[src/rtl/reg_file.sv]
// reg_file: general-purpose register file for the CPU datapath.
//   2**ADDR_W registers of DATA_W bits, one synchronous write port,
//   one combinational read port. Register 0 is an ordinary register.
// Ports:
//   clk     system clock, writes on rising edge
//   rst_n   asynchronous active-low reset, clears all registers
//   w_en    write enable, sampled at rising edge
//   w_addr  write register index
//   w_data  write data
//   r_addr  read register index
//   r_data  combinational read data, reg[r_addr] (no write bypass)
module reg_file #(
  parameter int unsigned DATA_W = 16,
  parameter int unsigned ADDR_W = 3
) (
  input  logic              clk,
  input  logic              rst_n,
  input  logic              w_en,
  input  logic [ADDR_W-1:0] w_addr,
  input  logic [DATA_W-1:0] w_data,
  input  logic [ADDR_W-1:0] r_addr,
  output logic [DATA_W-1:0] r_data
);

  localparam int unsigned N_REGS = 2 ** ADDR_W;

  logic [DATA_W-1:0] regs [N_REGS];

  // Storage: reset clears every entry immediately and overrides any write.
  always_ff @(posedge clk or negedge rst_n) begin
    if (!rst_n) begin
      for (int i = 0; i < N_REGS; i++) begin
        regs[i] <= '0;
      end
    end else if (w_en) begin
      regs[w_addr] <= w_data;
    end
  end

  // Read port: zero-latency, shows the pre-edge value for a same-cycle write.
  assign r_data = regs[r_addr];

endmodule

[config.mk]
export PLATFORM = sky130hd
export DESIGN_NAME = reg_file
export DESIGN_NICKNAME = d
export VERILOG_FILES = /design/src/rtl/reg_file.sv
export SDC_FILE = /design/constraint.sdc
export NUM_CORES = 1
export LEC_CHECK = 0
export ABC_AREA = 1
export CORE_UTILIZATION = 50
export DETAILED_ROUTE_END_ITERATION = 12
export PLACE_DENSITY_LB_ADDON = 0.08
export SYNTH_ARGS = -nofsm -noshare
export SYNTH_HDL_FRONTEND = slang
export SYNTH_SLANG_ARGS = --single-unit
[constraint.sdc]
create_clock -name clk -period 1.5 [get_ports clk]
set_input_delay 0.225 -clock clk [delete_from_list [all_inputs] [get_ports clk]]
set_output_delay 0.225 -clock clk [all_outputs]
set_load 0.1 [all_outputs]
==> impl_metrics.tcl, run 1 <==
set metrics [dict create \
    status "complete, but fails checks" \
    violations "negative setup slack" \
    dieArea_mm2 0.01301 \
    cp.required_ns 1.27 \
    cts.sink_count 128 \
    syn_inst 867 \
    worstSetupStartpoint "regs[62]" \
    fin_ws_ns -0.1233 \
    cts_tree "built" \
    largest-register "regs" \
    setup_viol 16 \
    hpwl_mm 9.776 \
    ys_types 14 \
    finalMaxSlewViolations 0 \
    die_y_um 114.0 \
    p_per_area_mw_per_mm2 1418 \
    finalWirelength_mm 16.39 \
    die_x_um 114.0 \
    synth-seq-cells 128 \
    clkTransAtPathRegs_ns 0.06 \
    drive_above_1_share 0.1762 \
    p_int_uw 8225 \
    synth_most_common_cell "nand2_1" \
    design_area_mm2 0.008292 \
    p_sw_frac 0.3006 \
    drt-met1-wl_mm 7.450 \
    critPathKind "flip-flop to primary output" \
    synth_area_mm2 0.006277 \
    r2r-start "regs[11]" \
    vdd_drop_max_mv 1.055 \
    power_switching_uw 3534 \
    rsz0062_at_grt "yes" \
    antenna_found_initial 0 \
    endpoint_kind "primary output" \
    grt_pass1_vias 5374 \
    slew_headroom 0.7411 \
    route.detailed.drc 0 \
    drtIter0Drc 468 \
    fin_crit_ns 1.623 \
    clockBufferDepth 2 \
    grt_pass1_wl_mm 26.82 \
    critPathLaunchType "flip-flop" \
    crit_end "r_data[14]" \
    first_pass_iters 5 \
    min_period_over_period 1.082 \
    synth_enable_flop_cells 0 \
    cts_made_buffers 17 \
    place_area_mm2 0.007256 \
    fin_nets 971 \
    htree_levels 4 \
    start_util 0.5183 \
    drt-wirelength-per-cell_um 14.54 \
    design.portCount 41 \
    gp_congestion 0.7782 \
    r2r_cells 9 \
    yosys_warnings 0 \
    tightest_slew_ns 0.3884 \
    fp-row-count 40 \
    antenna_left 0 \
    grt-ovfl-total 0 \
    pwr-share-clk 0.373 \
    worstPathMaxFanout 2 \
    coreArea_mm2 0.01211 \
    synthTopCellsByArea "dfrtp_1 (51%), nand2_1 (21%), o21ai_0 (10%), inv_1 (8.8%), nand3_1 (5.2%)" \
    dr.max_layer_used "met4" \
    area_growth_pct 32.09 \
    grt_max_degree 39 \
    viasPerCell 4.968 \
    cap_viol_max_count 0 \
    largest_register_ffs 128 \
    cts_root_buf "clkbuf_16" \
    wl_met2_mm 7.794 \
    seq_power_share 0.378 \
    portBuffers 40 \
    synth-async-reset-ratio 1.000 \
    synth_nets 892 \
    r2r-end "regs[11]" \
    diodes 0 \
    via_count 5599 \
    yosysSeqAreaShare 0.5103 \
    synth_top_area_share 0.5103 \
    yosys.area.top_type "dfrtp_1" \
    rrSetupSlack_ns 0.03 \
    wl_met3_um 934 \
    leakage_uw 0.004403 \
    reg_top3 "regs: 128 flops" \
    worst_clock_skew_ns 0 \
    ys.flop_type "dfrtp_1" \
    cp_data_arrival_time_ns 1.40 \
    clkLatencyLatePin_ns 0.41 \
    finalHoldViolations 0 \
    synth_common_cells "nand2_1 (343), inv_1 (148), dfrtp_1 (128), o21ai_0 (128), nand3_1 (65)" \
    max_freq_ghz 0.6160 \
    syn_avg_cell_area_um2 7.240 \
    power_frac_comb 0.249 \
    tns_ns -1.145 \
    hp-class "input pin to async pin" \
    grtUsageTotal 0.2731 \
    num-fill-cells 1022 \
]
-- worst max-delay path: stages (launching register included) --
cell,delay (ns)
dfrtp_1,0.38
inv_1,0.07
nand2_1,0.06
nand3_1,0.09
nand2_1,0.05
nand2_1,0.06
nand2_2,0.08
buf_12,0.17
-- metrics by stage --
step	worst slack (ns)	total power, µW	hold WS (ns)	utilization	instances
finish	-0.1233	11760	0.2835	0.6846	1127
global route	-0.2028	12390	0.3018	0.6846	1127
CTS	-0.1082	11620	0.2899	0.6686	1111
detailed placement	-0.3044	7035	0.1797	0.5991	1054
global placement	-0.3101	6953	0.1714	0.5991	1054
floorplan	0.005654	6135	-0.07059	-	867
-- layer usage --
layer  vias up  track usage
li1       2783            -
met1      2648       0.3667
met2       149       0.4485
met3        19      0.05951
met4         0      0.07446
met5         -            0
-- power by group through the flow --
stage,Sequential (µW),Combinational [µW],Clock [µW]
6_report,4450,2920,4380
4_1_cts,4430,2760,4430
3_5_place_dp,4480,2550,0
2_1_floorplan,4400,1740,0
3_3_place_gp,4460,2500,0
5_1_grt,4520,3250,4620
-- cells in the final DEF (no fill, tap or decap), drive strengths merged --
cell and instances:
dlygate4sd3 1, nor3 1, bufinv 4, nand3 65, o21ai 128, buf 84, clkinv 3, dfrtp 128
dlygate4sd2 2, clkbuf 22, inv 151, nand2 343, clkdlybuf4s50 20, nor2 4, clkinvlp 3
-- final cells by class --
class,count,area (µm²),share of cell area
sequential,128,3203,0.3863
timing repair buffer,107,1269,0.1530
clock inverter,10,157.7,0.01901
inverter,151,566.8,0.06836
clock buffer,22,474.2,0.05719
multi-input combinational,541,2411,0.2908
tap,168,210.2,0.02535
-- worst min-delay path by stage --
| stage | end | slack [ns] | depth (start not counted) |
|---|---|---|---|
| 4_1_cts | regs[16] | 0.29 | 2 |
| 3_3_place_gp | regs[48] | 0.17 | 1 |
| 3_5_place_dp | regs[32] | 0.18 | 1 |
| 6_report | regs[48] | 0.28 | 2 |
| 2_1_floorplan | regs[0] | -0.07 | 0 |
| 5_1_grt | regs[32] | 0.30 | 2 |
-- repair_timing --
action,4_1_cts,5_1_grt
hold buffers,1,0
endpoints found under the setup margin,16,17
endpoints found under the hold margin,23,0
gates resized for setup,13,28
buffers inserted,23,17
pin swaps,25,29
cloned,1,0
-- logic make-up after synthesis --
logic type	share of synthesized area
AO/OA/AOI/OAI	0.1021
buffers and inverters	0.1254
flip-flops	0.5103
AND/OR/NAND/NOR	0.2623
Note: power is estimated with default switching activity, not from simulation.
==> inputs of run 2 (changes only) <==
PLACE_DENSITY = 0.79   (was unset)
PLACE_DENSITY_LB_ADDON = unset   (was 0.08)
==> run 2 against run 1 <==
Effect of this change:
- the run still ends with negative setup slack left
- setup slack worse by 0.0096 ns
- largest cell class unchanged
- routed wire length rose by 2.9%
- sequential cell count unchanged
- critical path depth unchanged
- combinational power down 4%
==> impl_metrics.tcl, run 2 (synthesis results as in run 1) <==
set metrics [dict create \
    vdd_drop_max_mv 1.186 \
    fp-row-count 40 \
    die_x_um 114.0 \
    finalMaxSlewViolations 0 \
    start_util 0.5183 \
    critPathLaunchType "flip-flop" \
    cts_made_buffers 17 \
    p_int_uw 7586 \
    cp_data_arrival_time_ns 1.41 \
    r2r_cells 4 \
    drive_above_1_share 0.1606 \
    cts_root_buf "clkbuf_16" \
    slowest_stage "dfrtp_1" \
    tightest_slew_ns 0.3423 \
    r2r-start "regs[54]" \
    cts.sink_count 128 \
    rrSetupSlack_ns 0.64 \
    rsz0062_at_grt "yes" \
    antenna_found_initial 0 \
    grt_pass1_wl_mm 28.05 \
    design.portCount 41 \
    fin_crit_ns 1.633 \
    area_growth_pct 28.80 \
    worstPathMaxFanout 2 \
    p_sw_frac 0.3206 \
    slowest_delay_ns 0.40 \
    drtIter0Drc 450 \
    min_period_over_period 1.089 \
    dieArea_mm2 0.01301 \
    hp-class "input pin to async pin" \
    viasPerCell 5.128 \
    leakage_uw 0.004286 \
    cap_viol_max_count 0 \
    critPathKind "flip-flop to primary output" \
    grt_max_degree 38 \
    cp_common_cell "nand2_1" \
    hold_ws_ns 0.1736 \
    die_y_um 114.0 \
    setup_viol 16 \
    cts_tree "built" \
    most-common-layout-cells "nand2_1 (317), inv_1 (135), o21ai_0 (128), dfrtp_1 (128), nand3_1 (53)" \
    path_cells "inv_2 > nand2_1 > nand3_1 > nand2_1 > nand2_1 > nand2_2 > buf_12" \
    grtUsageTotal 0.2863 \
    p_per_area_mw_per_mm2 1381 \
    portBuffers 40 \
    clockBufferDepth 2 \
    drt-wirelength-per-cell_um 15.21 \
    status "complete, but fails checks" \
    finalHoldViolations 0 \
    hpwl_mm 9.884 \
    antenna_left 0 \
    htree_levels 4 \
    largest_register_ffs 128 \
    violations "negative setup slack" \
    gp_congestion 0.8959 \
    clkTransAtPathRegs_ns 0.05 \
    fin_ws_ns -0.1330 \
    route.detailed.drc 0 \
    grt_pass1_vias 5648 \
    pre_cts_ws_ns -0.2657 \
    layout_commonest_cell "nand2_1" \
    reg_top3 "regs: 128 flops" \
    diodes 0 \
    cp.required_ns 1.27 \
    dpl.cell_count 1056 \
    worst_clock_skew_ns 0 \
    clkLatencyLatePin_ns 0.42 \
    coreArea_mm2 0.01211 \
    largest-register "regs" \
    fin_nets 952 \
    first_pass_iters 5 \
    max_freq_ghz 0.6124 \
    endpoint_kind "primary output" \
    seq_power_share 0.399 \
    power_switching_uw 3580 \
    slew_headroom 0.7718 \
    pwr-share-clk 0.351 \
    power_frac_comb 0.250 \
    grt-ovfl-total 0 \
    finalWirelength_mm 16.86 \
    final_cells 1108 \
    r2r-end "regs[54]" \
    via_count 5682 \
]
-- run 2: critical path, delay by kind of cell, from the launching register on --
kind,cells,cell delay (ns)
and+or+nand+nor,5,0.36
DFF,1,0.40
buffers and inverters,2,0.23
-- run 2: layout make-up --
class / count / area (µm²)
tap: 168 / 210.2
timing repair buffer: 88 / 1132
inverter: 151 / 566.8
sequential: 128 / 3203
clock buffer: 22 / 474.2
clock inverter: 10 / 86.33
multi-input combinational: 541 / 2412
fill: 1018 / 4026
-- run 2: worst max path at each step --
stage                             to      start  slack, ns  depth (start not counted)
after floorplan           r_data[10]  r_addr[2]      0.006                          5
after global placement    r_data[14]  r_addr[1]      -0.30                          7
after detailed placement  r_data[14]  r_addr[1]      -0.27                          7
after CTS                 r_data[10]   regs[26]      -0.14                          7
after global routing       r_data[3]   regs[51]      -0.22                          7
final                      r_data[3]   regs[51]      -0.13                          7
-- run 2: metrics by stage --
step	power [µW]	utilization	TNS, ns	cell area (µm²)
floorplan	6135	-	0	6317
global placement	6963	0.5993	-5.190	7258
detailed placement	7045	0.5993	-6.921	7258
CTS	11080	0.6548	-1.655	7930
global route	11750	0.6676	-2.826	8085
finish	11170	0.6676	-1.545	8085
-- run 2: timing repair --
action / CTS / global route
buffers inserted: 7 / 11
endpoints found under the setup margin: 16 / 16
hold buffers: 1 / 0
gates cloned: 1 / 0
endpoints found under the hold margin: 128 / 0
pin swaps: 26 / 32
gates resized for setup: 18 / 23
-- run 2: per-layer routing --
layer	wire, µm	vias up	GRT usage
met5	0	-	0
met4	300	0	0.1177
met3	1237	28	0.07758
met2	7994	207	0.4558
met1	7325	2702	0.3713
li1	-	2745	-
-- run 2: power groups by stage --
stage	registers, µW	logic [µW]	clock network (µW)
after detailed placement	4480	2560	0
after floorplan	4400	1740	0
final	4460	2790	3920
after CTS	4440	2680	3970
after global routing	4530	3100	4130
after global placement	4450	2510	0
==> inputs of run 3 (changes only) <==
HOLD_SLACK_MARGIN = 0.05   (was unset)
==> results of run 3 <==
Final layout, timing and power as in run 2 (identical DEF).
